`src/rtl/cnu_serial_minsum_if.sv`:
```
// Handshake bundle for the serial min-sum check node unit: variable-to-check
// input stream, check-to-variable output stream and the parity status bit.
interface cnu_serial_minsum_if #(
  parameter int DC    = 6,
  parameter int MAG_W = 4,
  parameter int IDX_W = $clog2(DC)
);

  logic             in_valid;
  logic             in_ready;
  logic [MAG_W+1:0] in_msg;
  logic             out_valid;
  logic             out_ready;
  logic [MAG_W:0]   out_msg;
  logic [IDX_W-1:0] out_idx;
  logic             p_bit;

  modport slave (
    input  in_valid,
    input  in_msg,
    input  out_ready,
    output in_ready,
    output out_valid,
    output out_msg,
    output out_idx,
    output p_bit
  );

  modport master (
    output in_valid,
    output in_msg,
    output out_ready,
    input  in_ready,
    input  out_valid,
    input  out_msg,
    input  out_idx,
    input  p_bit
  );

endinterface

```
`src/rtl/cnu_serial_minsum.sv`:
```
// Serial min-sum check node: collects DC messages, then emits DC extrinsic replies.
// Optional offset min-sum output stage is compiled in with CNU_OFFSET_EN.
module cnu_serial_minsum #(
  parameter int DC     = 6,
  parameter int MAG_W  = 4,
  parameter int OFFSET = 1,
  parameter int IDX_W  = $clog2(DC)
) (
  input logic                 clk,
  input logic                 rst,
  cnu_serial_minsum_if.slave  io_bus
);

  typedef enum logic {
    COLLECT = 1'b0,
    EMIT    = 1'b1
  } state_t;

  localparam logic [IDX_W-1:0] LAST_IDX = IDX_W'(DC - 1);
  localparam logic [MAG_W-1:0] MAG_MAX  = '1;
  localparam logic [MAG_W-1:0] OFF_M    = MAG_W'(OFFSET);

`ifdef CNU_OFFSET_EN
  localparam bit OFFSET_EN = 1'b1;
`else
  localparam bit OFFSET_EN = 1'b0;
`endif

  state_t           r_state;
  state_t           w_nextState;
  logic [IDX_W-1:0] r_k;
  logic [IDX_W-1:0] r_j;
  logic [MAG_W-1:0] r_min1;
  logic [MAG_W-1:0] r_min2;
  logic [IDX_W-1:0] r_idx;
  logic             r_sxor;
  logic             r_par;
  logic             r_pBit;
  logic [DC-1:0]    r_signs;

  logic             w_inReady;
  logic             w_outValid;
  logic             w_inFire;
  logic             w_outFire;
  logic             w_lastIn;
  logic             w_lastOut;
  logic [MAG_W-1:0] w_inMag;
  logic             w_inSign;
  logic             w_inHd;
  logic             w_ltMin1;
  logic             w_ltMin2;
  logic [MAG_W-1:0] w_selMag;
  logic [MAG_W-1:0] w_offMag;
  logic [MAG_W-1:0] w_outMag;
  logic             w_outSign;

  assign w_inMag  = io_bus.in_msg[MAG_W-1:0];
  assign w_inSign = io_bus.in_msg[MAG_W];
  assign w_inHd   = io_bus.in_msg[MAG_W+1];

  assign w_inFire  = io_bus.in_valid & w_inReady;
  assign w_outFire = w_outValid & io_bus.out_ready;
  assign w_lastIn  = (r_k == LAST_IDX);
  assign w_lastOut = (r_j == LAST_IDX);

  assign w_ltMin1 = (w_inMag < r_min1);
  assign w_ltMin2 = (w_inMag < r_min2);

  always_ff @(posedge clk or posedge rst) begin
    if (rst) begin
      r_state <= COLLECT;
    end else begin
      r_state <= w_nextState;
    end
  end

  always_comb begin
    w_nextState = r_state;
    w_inReady   = 1'b0;
    w_outValid  = 1'b0;
    case (r_state)
      COLLECT: begin
        w_inReady = 1'b1;
        if (io_bus.in_valid && w_lastIn) begin
          w_nextState = EMIT;
        end
      end
      EMIT: begin
        w_outValid = 1'b1;
        if (io_bus.out_ready && w_lastOut) begin
          w_nextState = COLLECT;
        end
      end
      default: begin
        w_nextState = COLLECT;
      end
    endcase
  end

  // Working registers are re-armed on the last output handshake so every check starts clean.
  always_ff @(posedge clk or posedge rst) begin
    if (rst) begin
      r_k     <= '0;
      r_j     <= '0;
      r_min1  <= MAG_MAX;
      r_min2  <= MAG_MAX;
      r_idx   <= '0;
      r_sxor  <= 1'b0;
      r_par   <= 1'b0;
      r_pBit  <= 1'b0;
      r_signs <= '0;
    end else begin
      if (w_inFire) begin
        r_signs[r_k] <= w_inSign;
        r_sxor       <= r_sxor ^ w_inSign;
        r_par        <= r_par ^ w_inHd;
        if (w_ltMin1) begin
          r_min2 <= r_min1;
          r_min1 <= w_inMag;
          r_idx  <= r_k;
        end else if (w_ltMin2) begin
          r_min2 <= w_inMag;
        end
        if (w_lastIn) begin
          r_k    <= '0;
          r_pBit <= r_par ^ w_inHd;
        end else begin
          r_k <= r_k + IDX_W'(1);
        end
      end
      if (w_outFire) begin
        if (w_lastOut) begin
          r_j    <= '0;
          r_min1 <= MAG_MAX;
          r_min2 <= MAG_MAX;
          r_idx  <= '0;
          r_sxor <= 1'b0;
          r_par  <= 1'b0;
        end else begin
          r_j <= r_j + IDX_W'(1);
        end
      end
    end
  end

  // The extrinsic reply excludes the receiver's own message, hence min2 at the min1 position.
  assign w_selMag  = (r_j == r_idx) ? r_min2 : r_min1;
  assign w_offMag  = (w_selMag > OFF_M) ? (w_selMag - OFF_M) : '0;
  assign w_outMag  = OFFSET_EN ? w_offMag : w_selMag;
  assign w_outSign = r_sxor ^ r_signs[r_j];

  assign io_bus.in_ready  = w_inReady;
  assign io_bus.out_valid = w_outValid;
  assign io_bus.out_msg   = w_outValid ? {w_outSign, w_outMag} : '0;
  assign io_bus.out_idx   = r_j;
  assign io_bus.p_bit     = r_pBit;

endmodule

```
`src/flat_wrapper.sv`:
```
// flat-port wrapper written by rule: the top's interface ports become plain ports
module cnu_serial_minsum_flat 
#(
  parameter int DC     = 6,
  parameter int MAG_W  = 4,
  parameter int OFFSET = 1,
  parameter int IDX_W  = $clog2(DC)
)
  (clk, rst, io_bus_in_valid, io_bus_in_msg, io_bus_out_ready, io_bus_in_ready, io_bus_out_valid, io_bus_out_msg, io_bus_out_idx, io_bus_p_bit);
  cnu_serial_minsum_if #(.DC(DC), .MAG_W(MAG_W), .IDX_W(IDX_W)) io_bus_i ();
  input logic clk;
  input logic rst;
  input wire logic [$bits(io_bus_i.in_valid)-1:0] io_bus_in_valid;
  input wire logic [$bits(io_bus_i.in_msg)-1:0] io_bus_in_msg;
  input wire logic [$bits(io_bus_i.out_ready)-1:0] io_bus_out_ready;
  output wire logic [$bits(io_bus_i.in_ready)-1:0] io_bus_in_ready;
  output wire logic [$bits(io_bus_i.out_valid)-1:0] io_bus_out_valid;
  output wire logic [$bits(io_bus_i.out_msg)-1:0] io_bus_out_msg;
  output wire logic [$bits(io_bus_i.out_idx)-1:0] io_bus_out_idx;
  output wire logic [$bits(io_bus_i.p_bit)-1:0] io_bus_p_bit;
  assign io_bus_i.in_valid = io_bus_in_valid;
  assign io_bus_i.in_msg = io_bus_in_msg;
  assign io_bus_i.out_ready = io_bus_out_ready;
  assign io_bus_in_ready = io_bus_i.in_ready;
  assign io_bus_out_valid = io_bus_i.out_valid;
  assign io_bus_out_msg = io_bus_i.out_msg;
  assign io_bus_out_idx = io_bus_i.out_idx;
  assign io_bus_p_bit = io_bus_i.p_bit;
  cnu_serial_minsum #(.DC(DC), .MAG_W(MAG_W), .OFFSET(OFFSET), .IDX_W(IDX_W)) u_core (.clk(clk), .rst(rst), .io_bus(io_bus_i));
endmodule
```
`config.mk`:
```
export PLATFORM = sky130hd
export DESIGN_NAME = cnu_serial_minsum_flat
export DESIGN_NICKNAME = d
export VERILOG_FILES = /design/src/rtl/cnu_serial_minsum_if.sv /design/src/rtl/cnu_serial_minsum.sv /design/src/flat_wrapper.sv
export SDC_FILE = /design/constraint.sdc
export NUM_CORES = 1
export LEC_CHECK = 0
export ABC_CLOCK_PERIOD_IN_PS = 1800
export BUFFER_PORTS_ARGS = -buffer_cell sky130_fd_sc_hd__buf_2
export CAP_MARGIN = 20
export CORE_UTILIZATION = 51
export CTS_CLUSTER_DIAMETER = 60
export DETAILED_ROUTE_END_ITERATION = 10
export HOLD_SLACK_MARGIN = 0.12
export PLACE_DENSITY = 0.85
export SLEW_MARGIN = 40
export SYNTH_ARGS = -nofsm -noshare
export SYNTH_HDL_FRONTEND = slang
export SYNTH_SLANG_ARGS = --single-unit
```
`constraint.sdc`:
```
create_clock -name clk -period 1.8 [get_ports clk]
set_input_delay 0.36 -clock clk [delete_from_list [all_inputs] [get_ports clk]]
set_output_delay 0.36 -clock clk [all_outputs]
set_load 0.05 [all_outputs]
```
==> impl_metrics.env <==
export IMPL_status="finished, violations left"
export IMPL_violations="design-rule violations, negative setup slack"
export IMPL_critPathLaunchType="flop"
export IMPL_ys_warn_count=0
export IMPL_fp_dieH_um=57.3
export IMPL_ys_async_sr_fraction_pct=100
export IMPL_wl_um=4060
export IMPL_ctsHtreeMaxLevel=1
export IMPL_crit_fanout=5
export IMPL_cts_tree="built"
export IMPL_io_pins=21
export IMPL_ys_seq_area_share_pct=44.0
export IMPL_met3WireLength_um=97
export IMPL_r2r_end="u_core.r_min2[3]"
export IMPL_max_cap_viol_count=0
export IMPL_grt_max_degree=28
export IMPL_synthTopCellsByArea="dfrtp_1 (30%), dfstp_2 (13%), mux2i_1 (9.0%), ha_1 (4.8%), mux2_2 (4.3%)"
export IMPL_finalCritPeriodShare_pct=124
export IMPL_drive_gt1_share_pct=53.1
export IMPL_crit_end="io_bus_out_msg[4]"
export IMPL_overflow=0
export IMPL_finalPower_mw=4.83
export IMPL_clock_root_buffer="clkbuf_4"
export IMPL_grt_pass1_vias=1442
export IMPL_cp_end_kind="output pin"
export IMPL_gp_congestion=0.864
export IMPL_drtAntennaViolNets=0
export IMPL_clock_path_buffers=2
export IMPL_yosysUniqueCellTypes=42
export IMPL_fin_util_pct=77.8
export IMPL_required_ns=1.44
export IMPL_area_delta_synth_final_pct=41.1
export IMPL_peakVddDrop_v=0.00120
export IMPL_wl_met2_um=2260
export IMPL_wl_per_cell_um=18.1
export IMPL_slew_limit_headroom_pct=76.3
export IMPL_clk_latency_ns=0.34
export IMPL_r2r_start="u_core.r_min1[1]"
export IMPL_vias=1322
export IMPL_fmax_mhz=448
export IMPL_period_needed_ns=2.23
export IMPL_worstSetupPathType="reg -> out"
export IMPL_ys_flop_type="dfrtp_1"
export IMPL_setup_violations=5
export IMPL_r2r_setup_slack_ns=0.02
export IMPL_ff2ff_path_depth=6
export IMPL_ys_seq_elements=27
export IMPL_rsz0062_at_grt="yes"
export IMPL_start_util_pct=55.1
export IMPL_synth_cells=147
export IMPL_track_usage_pct=27.0
export IMPL_port_buffers=20
export IMPL_crit_start="u_core.io_bus.out_idx[1]"
export IMPL_hold_violations=0
export IMPL_synth_top_cell_area_share_pct=30.5
export IMPL_viasPerCell=5.88
export IMPL_die_x_um=57.3
export IMPL_syn_nets=163
export IMPL_synthTopCellsByCount="dfrtp_1 (19), mux2i_1 (14), nand2_1 (14)"
export IMPL_die_area_sq_um=3280
export IMPL_num_antenna_cells=0
export IMPL_fin_worst_skew_ns=0.00700
export IMPL_synth_most_common_cell="dfrtp_1"
export IMPL_tightest_slew_ns=0.355
export IMPL_wl_met1_um=1630
export IMPL_hp_class="in -> reg"
export IMPL_firstDrtPassIters=9
export IMPL_fin_ws_ns=-0.433
export IMPL_route_detailed_drc=3
export IMPL_cts_sinks=27
export IMPL_top_layer="met4"
export IMPL_synth_area_per_cell_sq_um=10.6
export IMPL_arrival_ns=1.87
export IMPL_synth_area_sq_um=1560
export IMPL_synth_edf_count=0
export IMPL_power_density_nw_per_um2=2200
export IMPL_core_sq_um=2830
export IMPL_clk_pin_slew_ns=0.14
export IMPL_final_nets=211
export IMPL_grt_pass1_wl_um=6610
export IMPL_row_count=19
export IMPL_cts_made_buffers=3
export IMPL_leakagePower_nw=0.973
export IMPL_drtIter0Drc=57
export IMPL_slew_viol_final=0
export IMPL_yosysTopAreaCell="dfrtp_1"
export IMPL_antenna_found_initial=0
export IMPL_hpwl_um=2790
==> worst min path at each step <==
| stage | from | to | slack [ns] | cells past startpoint |
|---|---|---|---|---|
| final | io_bus_in_msg[0] | u_core.r_min1[0] | 0.33 | 3 |
| after global routing | io_bus_in_msg[0] | u_core.r_min1[0] | 0.34 | 3 |
| after CTS | io_bus_in_msg[0] | u_core.r_min1[0] | 0.29 | 3 |
| after detailed placement | rst | u_core.r_signs[2] | 0.43 | 3 |
| after global placement | rst | u_core.r_signs[5] | 0.43 | 3 |
| after floorplan | rst | u_core.io_bus.p_bit | 0.41 | 1 |
==> layer usage <==
metal / vias up / global-route usage [%]
met1: 664 / 32.0
met5: - / 0
li1: 621 / -
met2: 31 / 49.1
met4: 0 / 11.5
met3: 6 / 3.40
==> worst max-delay path, stage by stage, from the launching register on <==
cell      delay, ns
dfrtp_2        0.47
nand2b_4       0.15
mux4_2         0.49
xor2_2         0.18
nor2_4         0.10
buf_8          0.15
==> cells by family after synthesis <==
kind of cell / count (synthesis) / synth area share [%]
compound gates: 27 / 12.5
xor+xnor: 9 / 5.06
fa+ha+maj: 6 / 4.82
buf+inv: 12 / 3.61
flops: 27 / 44.0
mux: 21 / 14.8
simple gates: 45 / 15.2
==> cell type report <==
class                   count  area (sq um)
clock buffers               4          26.3
flip-flops and latches     27           691
multi-input cells         108          1040
repair buffers             47           372
well taps                  31          38.8
inverters                   8          33.8
fillers                   188           629
==> what timing repair did <==
action                                 in CTS  in global routing
resized for setup                          32                 13
setup endpoints to repair                  14                 14
hold buffers                                1                  0
endpoints found under the hold margin      19                  0
buffers inserted                            3                  3
cloned                                      0                  0
pin swaps                                   3                 11
==> flip-flops by register name, summed over array words and instances (netlist names) <==
name                   count
u_core.r_state             1
u_core.r_sxor              1
u_core.r_min1              4
u_core.r_k                 3
u_core.r_idx               3
u_core.io_bus.out_idx      3
u_core.r_min2              4
u_core.r_signs             6
u_core.io_bus.p_bit        1
u_core.r_par               1
==> per-stage QoR <==
| stage | setup slack [ns] | instance area, sq um | instances | hold WS, ns | setup TNS [ns] |
|---|---|---|---|---|---|
| floorplan | -0.302 | 1610 | 147 | 0.407 | -0.794 |
| global placement | -0.140 | 1870 | 214 | 0.427 | -0.571 |
| detailed placement | -0.181 | 1870 | 214 | 0.429 | -0.801 |
| CTS | -0.433 | 2100 | 222 | 0.289 | -2.08 |
| global route | -0.499 | 2200 | 225 | 0.339 | -2.59 |
| finish | -0.433 | 2200 | 225 | 0.326 | -2.09 |
==> power breakdown <==
group | switching, mW | internal, mW
registers | 0.327 | 0.975
clock network | 0.181 | 0.0872
logic | 1.75 | 1.51
total | 2.26 | 2.57
==> layout by cell type, fill, tap and decap left out, types with 3 or more instances in the layout <==
cell       n
a21oi_1    3
a31oi_1    3
buf_2     15
buf_4     21
buf_6      7
clkbuf_4   3
dfrtp_1   15
dfrtp_2    4
dfstp_2    8
ha_4       5
inv_1      4
inv_2      3
mux2_2     6
mux2i_1   10
mux2i_4    4
nand2_1   14
nor2_1     7
nor2_4     5
nor3_1     3
xnor2_1    3
xor2_1     4
(Power assumes the default switching activity.)
